File: src/rtl/sand_fetch.sv
// Frame scanner for a 2-bit-cell sand screen: walks the buffer bottom row first,
// fetching each word plus the word below it, and presents both downstream.
module sand_fetch #(
  parameter int WORDS_PER_ROW = 80,
  parameter int ROWS          = 480
) (
  input  logic        clock,
  input  logic        reset,
  input  logic [31:0] screen_ptr,
  input  logic        start,
  output logic [23:0] mem_address,
  output logic        mem_read,
  input  logic        mem_waitrequest,
  input  logic        mem_readdatavalid,
  input  logic [15:0] mem_readdata,
  output logic [15:0] region,
  output logic [15:0] floor,
  output logic [15:0] region_x,
  output logic [15:0] region_y,
  output logic        region_valid,
  input  logic        region_ready,
  output logic        busy,
  output logic        frame_done
);

  localparam logic [23:0] ROW_W        = 24'(WORDS_PER_ROW);
  localparam logic [23:0] LAST_ROW_OFS = 24'((ROWS - 1) * WORDS_PER_ROW);
  localparam logic [15:0] X_LAST       = 16'(WORDS_PER_ROW - 1);
  localparam logic [15:0] Y_TOP        = 16'(ROWS - 1);

  typedef enum logic [2:0] {
    IDLE, REQ_REG, WAIT_REG, REQ_FLR, WAIT_FLR, PRESENT
  } state_t;

  state_t      state, state_nxt;
  logic [23:0] row_base;
  logic [15:0] x, y;
  logic        xfer, last_xfer, top_row, last_col;
  logic        unused_ptr_hi;

  assign unused_ptr_hi = ^screen_ptr[31:24];

  assign top_row   = (y == Y_TOP);
  assign last_col  = (x == X_LAST);
  assign xfer      = (state == PRESENT) && region_ready;
  assign last_xfer = xfer && last_col && (y == 16'd0);

  assign region_x  = x;
  assign region_y  = y;

  // Bus outputs decode from registered state only, so region_ready never reaches them.
  always_comb begin
    state_nxt   = state;
    mem_read    = 1'b0;
    mem_address = '0;
    case (state)
      IDLE:     if (start) state_nxt = REQ_REG;
      REQ_REG: begin
        mem_read    = 1'b1;
        mem_address = row_base + {8'd0, x};
        if (!mem_waitrequest) state_nxt = WAIT_REG;
      end
      WAIT_REG: if (mem_readdatavalid) state_nxt = top_row ? PRESENT : REQ_FLR;
      REQ_FLR: begin
        mem_read    = 1'b1;
        mem_address = row_base + ROW_W + {8'd0, x};
        if (!mem_waitrequest) state_nxt = WAIT_FLR;
      end
      WAIT_FLR: if (mem_readdatavalid) state_nxt = PRESENT;
      PRESENT:  if (region_ready) state_nxt = last_xfer ? IDLE : REQ_REG;
      default:  state_nxt = IDLE;
    endcase
  end

  always_ff @(posedge clock) begin
    if (reset) begin
      state        <= IDLE;
      row_base     <= '0;
      x            <= '0;
      y            <= '0;
      region       <= '0;
      floor        <= '0;
      region_valid <= 1'b0;
      busy         <= 1'b0;
      frame_done   <= 1'b0;
    end else begin
      state        <= state_nxt;
      region_valid <= (state_nxt == PRESENT);
      frame_done   <= last_xfer;
      case (state)
        IDLE: if (start) begin
          row_base <= screen_ptr[23:0] + LAST_ROW_OFS;
          x        <= '0;
          y        <= Y_TOP;
          busy     <= 1'b1;
        end
        WAIT_REG: if (mem_readdatavalid) begin
          region <= mem_readdata;
          // Nothing lies below the bottom row: treat it as solid wall.
          if (top_row) floor <= 16'hFFFF;
        end
        WAIT_FLR: if (mem_readdatavalid) floor <= mem_readdata;
        PRESENT: if (region_ready) begin
          if (last_xfer) begin
            busy <= 1'b0;
          end else if (!last_col) begin
            x <= x + 16'd1;
          end else begin
            x        <= '0;
            y        <= y - 16'd1;
            row_base <= row_base - ROW_W;
          end
        end
        default: ;
      endcase
    end
  end

endmodule

File: config.mk
export PLATFORM = sky130hd
export DESIGN_NAME = sand_fetch
export DESIGN_NICKNAME = d
export VERILOG_FILES = /design/src/rtl/sand_fetch.sv
export SDC_FILE = /design/constraint.sdc
export NUM_CORES = 1
export LEC_CHECK = 0
export BUFFER_PORTS_ARGS = -buffer_cell sky130_fd_sc_hd__buf_4
export CORE_MARGIN = 2
export CORE_UTILIZATION = 40
export DETAILED_ROUTE_END_ITERATION = 12
export MAX_ROUTING_LAYER = met4
export PLACE_DENSITY = 0.61
export SYNTH_ARGS = -nofsm -noshare
export SYNTH_HDL_FRONTEND = slang
export SYNTH_SLANG_ARGS = --single-unit
File: constraint.sdc
create_clock -name clock -period 7.73 [get_ports clock]
set_clock_uncertainty 0.1 [all_clocks]
set_input_delay 0.773 -clock clock [delete_from_list [all_inputs] [get_ports clock]]
set_output_delay 0.773 -clock clock [all_outputs]
set_load 0.01 [all_outputs]
==> impl_summary.txt <==
----------------------------------------------------
[Status]
  Run status ... finished clean

[Timing]
  Endpoints failing hold ... 0
  Total setup violations reported at the end of the flow ... 0
  Total count of max-transition violations in the final report ... 0
  Worst Slack Setup Final ... 3210 ps
  Period minus WS final ... 4520 ps
  Actual slew at the worst max-slew pin ... 1110 ps
  Unrepaired setup endpoints after global routing ... false
  Final critical-path share of the clock period ... 58.5%
  Worst rel slew slack ... 26.0%
  Fmax ... 221 MHz
  TNS Setup ... 0 ps

[Die]
  Core region area ... 0.0173 mm²
  Site row count ... 48
  I/O pins ... 146
  Die X-Extent ... 137 µm
  Floorplan die area ... 0.0188 mm²
  Starting utilization of the core area ... 40.9%
  Die H ... 137 µm

[CTS]
  Number of H-tree branching levels ... 3
  Number of hold buffers added after CTS ... 0
  TritonCTS Sinks ... 94
  Clock-pin slew on the worst setup and hold paths ... 70 ps
  # resized after CTS ... 0
  Clk Tree Root Cell ... sky130_fd_sc_hd__clkbuf_16
  TritonCTS clock tree ... built
  Clock latency on the worst-skew pair ... 350 ps
  Number of CTS-inserted buffers ... 9
  Post-CTS Setup Inserts ... 0
  Maximum root-to-sink buffer count ... 2

[Synth]
  Synth warn ... 0
  Cells taking the most area after synthesis ... sky130_fd_sc_hd__dfxtp_1 (27%), sky130_fd_sc_hd__ha_1 (7.4%), sky130_fd_sc_hd__nor2_1 (6.4%)
  Netlist Area Pre-Place ... 0.00707 mm²
  Cell taking the most area after synthesis ... sky130_fd_sc_hd__dfxtp_1
  Post-synthesis instance total ... 954
  Synth Area per Inst ... 7.41 µm²
  Top FF cell, synth ... sky130_fd_sc_hd__dfxtp_1
  Share of the synthesized area in the top cell type ... 26.6%
  Number of library cell types mapped by synthesis ... 70
  Synth Net Count ... 1062
  Number of register bits inferred by synthesis ... 94
  Most numerous cell types in the synthesized netlist ... sky130_fd_sc_hd__nor2_1 (121), sky130_fd_sc_hd__nand2_1 (112), sky130_fd_sc_hd__dfxtp_1 (94), sky130_fd_sc_hd__a21oi_1 (87), sky130_fd_sc_hd__o21ai_0 (57)
  Fraction of the yosys area taken by sequential cells ... 26.6%
  Async S/R FF share, synth ... 0%
  Most instantiated library cell after synthesis ... sky130_fd_sc_hd__nor2_1
  Number of synthesized flops with an enable pin ... 0

[Place]
  Detail Placement HPWL ... 15.2 mm
  Inst Count DP ... 1273
  Worst slack after detailed placement ... 3580 ps
  Number of buffers added on ports ... 137
  RePlAce Congestion ... 0.887

[Detailed routing]
  Vias per cell ... 5.39
  WL per Instance ... 15.5 µm
  TritonRoute pass-1 iters ... 5
  Via Count ... 6946
  Antenna-violating nets left ... 0
  Drt initial violations ... 349
  Remaining routing DRC violations ... 0
  Total Routed Length ... 20.0 mm

[Power]
  Cell area power density ... 153 mW/mm²
  Leakage ... 3.55 nW
  Power, Total ... 1.30 mW
  IR drop worst, VDD ... 0.000123 V

[Worst setup path]
  Highest net fanout along the worst path ... 7
  Required time worst endpoint ... 6860 ps
  Endpoint type of the worst setup path ... output port
  Cell breakdown of the critical path ... ha_1 > inv_1 > fa_1 > nor2_1 > a221oi_1 > a21boi_0 > o21ai_0 > o21ai_0 > xor2_1 > a211oi_1 > buf_4
  Critical Setup Path Class ... reg2out
  Most prevalent standard cell on the critical path ... sky130_fd_sc_hd__o21ai_0
  Worst path max stage delay ... 550 ps
  Library cell contributing the largest single delay on the critical path ... sky130_fd_sc_hd__fa_1
  Nature of the critical path startpoint ... flop
  WP data arrival ... 3650 ps

[Worst hold path]
  Type of the most critical hold path ... reg2reg

[Global route]
  Total grt overflow ... 0
  Vias in the first global route ... 6435
  Global-route wire length before repair ... 32.3 mm
  Pin count of the biggest net entering global routing ... 71
  Number of antenna violations at the first check in global routing ... 0
  Overall global routing resource usage ... 22.1%

[Finish]
  Antenna cell count ... 0
  Utilization after layout ... 49.3%
  Fraction of final layout cells with drive strength greater than 1 ... 16.4%
  Layout Nets ... 1167
  Synthesis-to-layout area growth ... 20.6%
  Final cell count without fillers ... 1289

[Run]
  Number of max-cap violations ... 0

----------------------------------------------------
[cell type report]
| class | instances | area [µm²] |
|---|---|---|
| inverters | 53 | 199 |
| fillers | 1759 | 8770 |
| repair buffers | 142 | 1070 |
| clock buffers | 11 | 253 |
| well taps | 225 | 282 |
| multi-input cells | 759 | 4810 |
| flip-flops and latches | 94 | 1880 |
| clock inverters | 5 | 41.3 |
[registers in the layout (all words and copies together) (netlist names)]
signal and count:
busy 1, frame_done 1, row_base 24, state 3, region_y 16, region_x 16
region 16, region_valid 1, floor 16
[worst paths after layout]
check	start	cells past startpoint	to	slack, ps
setup / recovery	region_x[8]	11	mem_address[15]	3210
setup reg to reg	region_x[1]	10	region_y[5]	4620
hold reg to reg	region[8]	2	region[8]	360
hold / removal	region[8]	2	region[8]	360
[kinds of logic after synthesis]
| logic type | count (synthesis) | synth area share [%] |
|---|---|---|
| mux | 1 | 0.142 |
| fa+ha+maj | 54 | 10.8 |
| simple gates | 378 | 25.1 |
| buf+inv | 101 | 5.50 |
| flops | 94 | 26.6 |
| compound gates | 257 | 23.3 |
| xor+xnor | 69 | 8.55 |
[power breakdown]
| group | internal [mW] | switching (mW) |
|---|---|---|
| registers | 0.509 | 0.0410 |
| logic | 0.131 | 0.185 |
| clock network | 0.239 | 0.198 |
| total | 0.878 | 0.424 |
[layout by cell type, fill, tap and decap left out, types with 8 or more instances in the layout]
cell	instances
sky130_fd_sc_hd__ha_1	42
sky130_fd_sc_hd__or3_1	13
sky130_fd_sc_hd__a211oi_1	26
sky130_fd_sc_hd__a21o_1	10
sky130_fd_sc_hd__a31oi_1	9
sky130_fd_sc_hd__xnor2_1	44
sky130_fd_sc_hd__nor3_1	28
sky130_fd_sc_hd__nor2_1	120
sky130_fd_sc_hd__nand3_1	28
sky130_fd_sc_hd__nor2b_1	10
sky130_fd_sc_hd__buf_4	142
sky130_fd_sc_hd__clkbuf_16	9
sky130_fd_sc_hd__xor2_1	25
sky130_fd_sc_hd__dfxtp_1	94
sky130_fd_sc_hd__inv_1	52
sky130_fd_sc_hd__o21ai_0	57
sky130_fd_sc_hd__a21oi_1	87
sky130_fd_sc_hd__nand2_1	112
sky130_fd_sc_hd__nand4_1	8
sky130_fd_sc_hd__o211ai_1	14
sky130_fd_sc_hd__nand2b_1	10
sky130_fd_sc_hd__nor4_1	10
sky130_fd_sc_hd__fa_1	12
[metal layers]
| layer | track usage, % | part of all wire [%] | wire [µm] |
|---|---|---|---|
| met5 | - | 0 | 0 |
| met4 | 3.95 | 1.3 | 252 |
| met3 | 3.41 | 4.5 | 892 |
| met2 | 34.8 | 46 | 9120 |
| met1 | 30.2 | 49 | 9770 |
[worst max-delay path: cells and delay by family (launching register included)]
kind            cells  cell delay, ps
flops               1             480
fa+ha+maj           2             840
xor+xnor            1              90
simple gates        1             100
compound gates      5            1560
buf+inv             2             230
[through the flow]
step	hold WS (ps)	cell area, µm²
global placement	343	8240
CTS	361	8530
global route	385	8530
detailed placement	351	8240
floorplan	340	7070
finish	359	8530
Power figures use the tool's default switching activity.
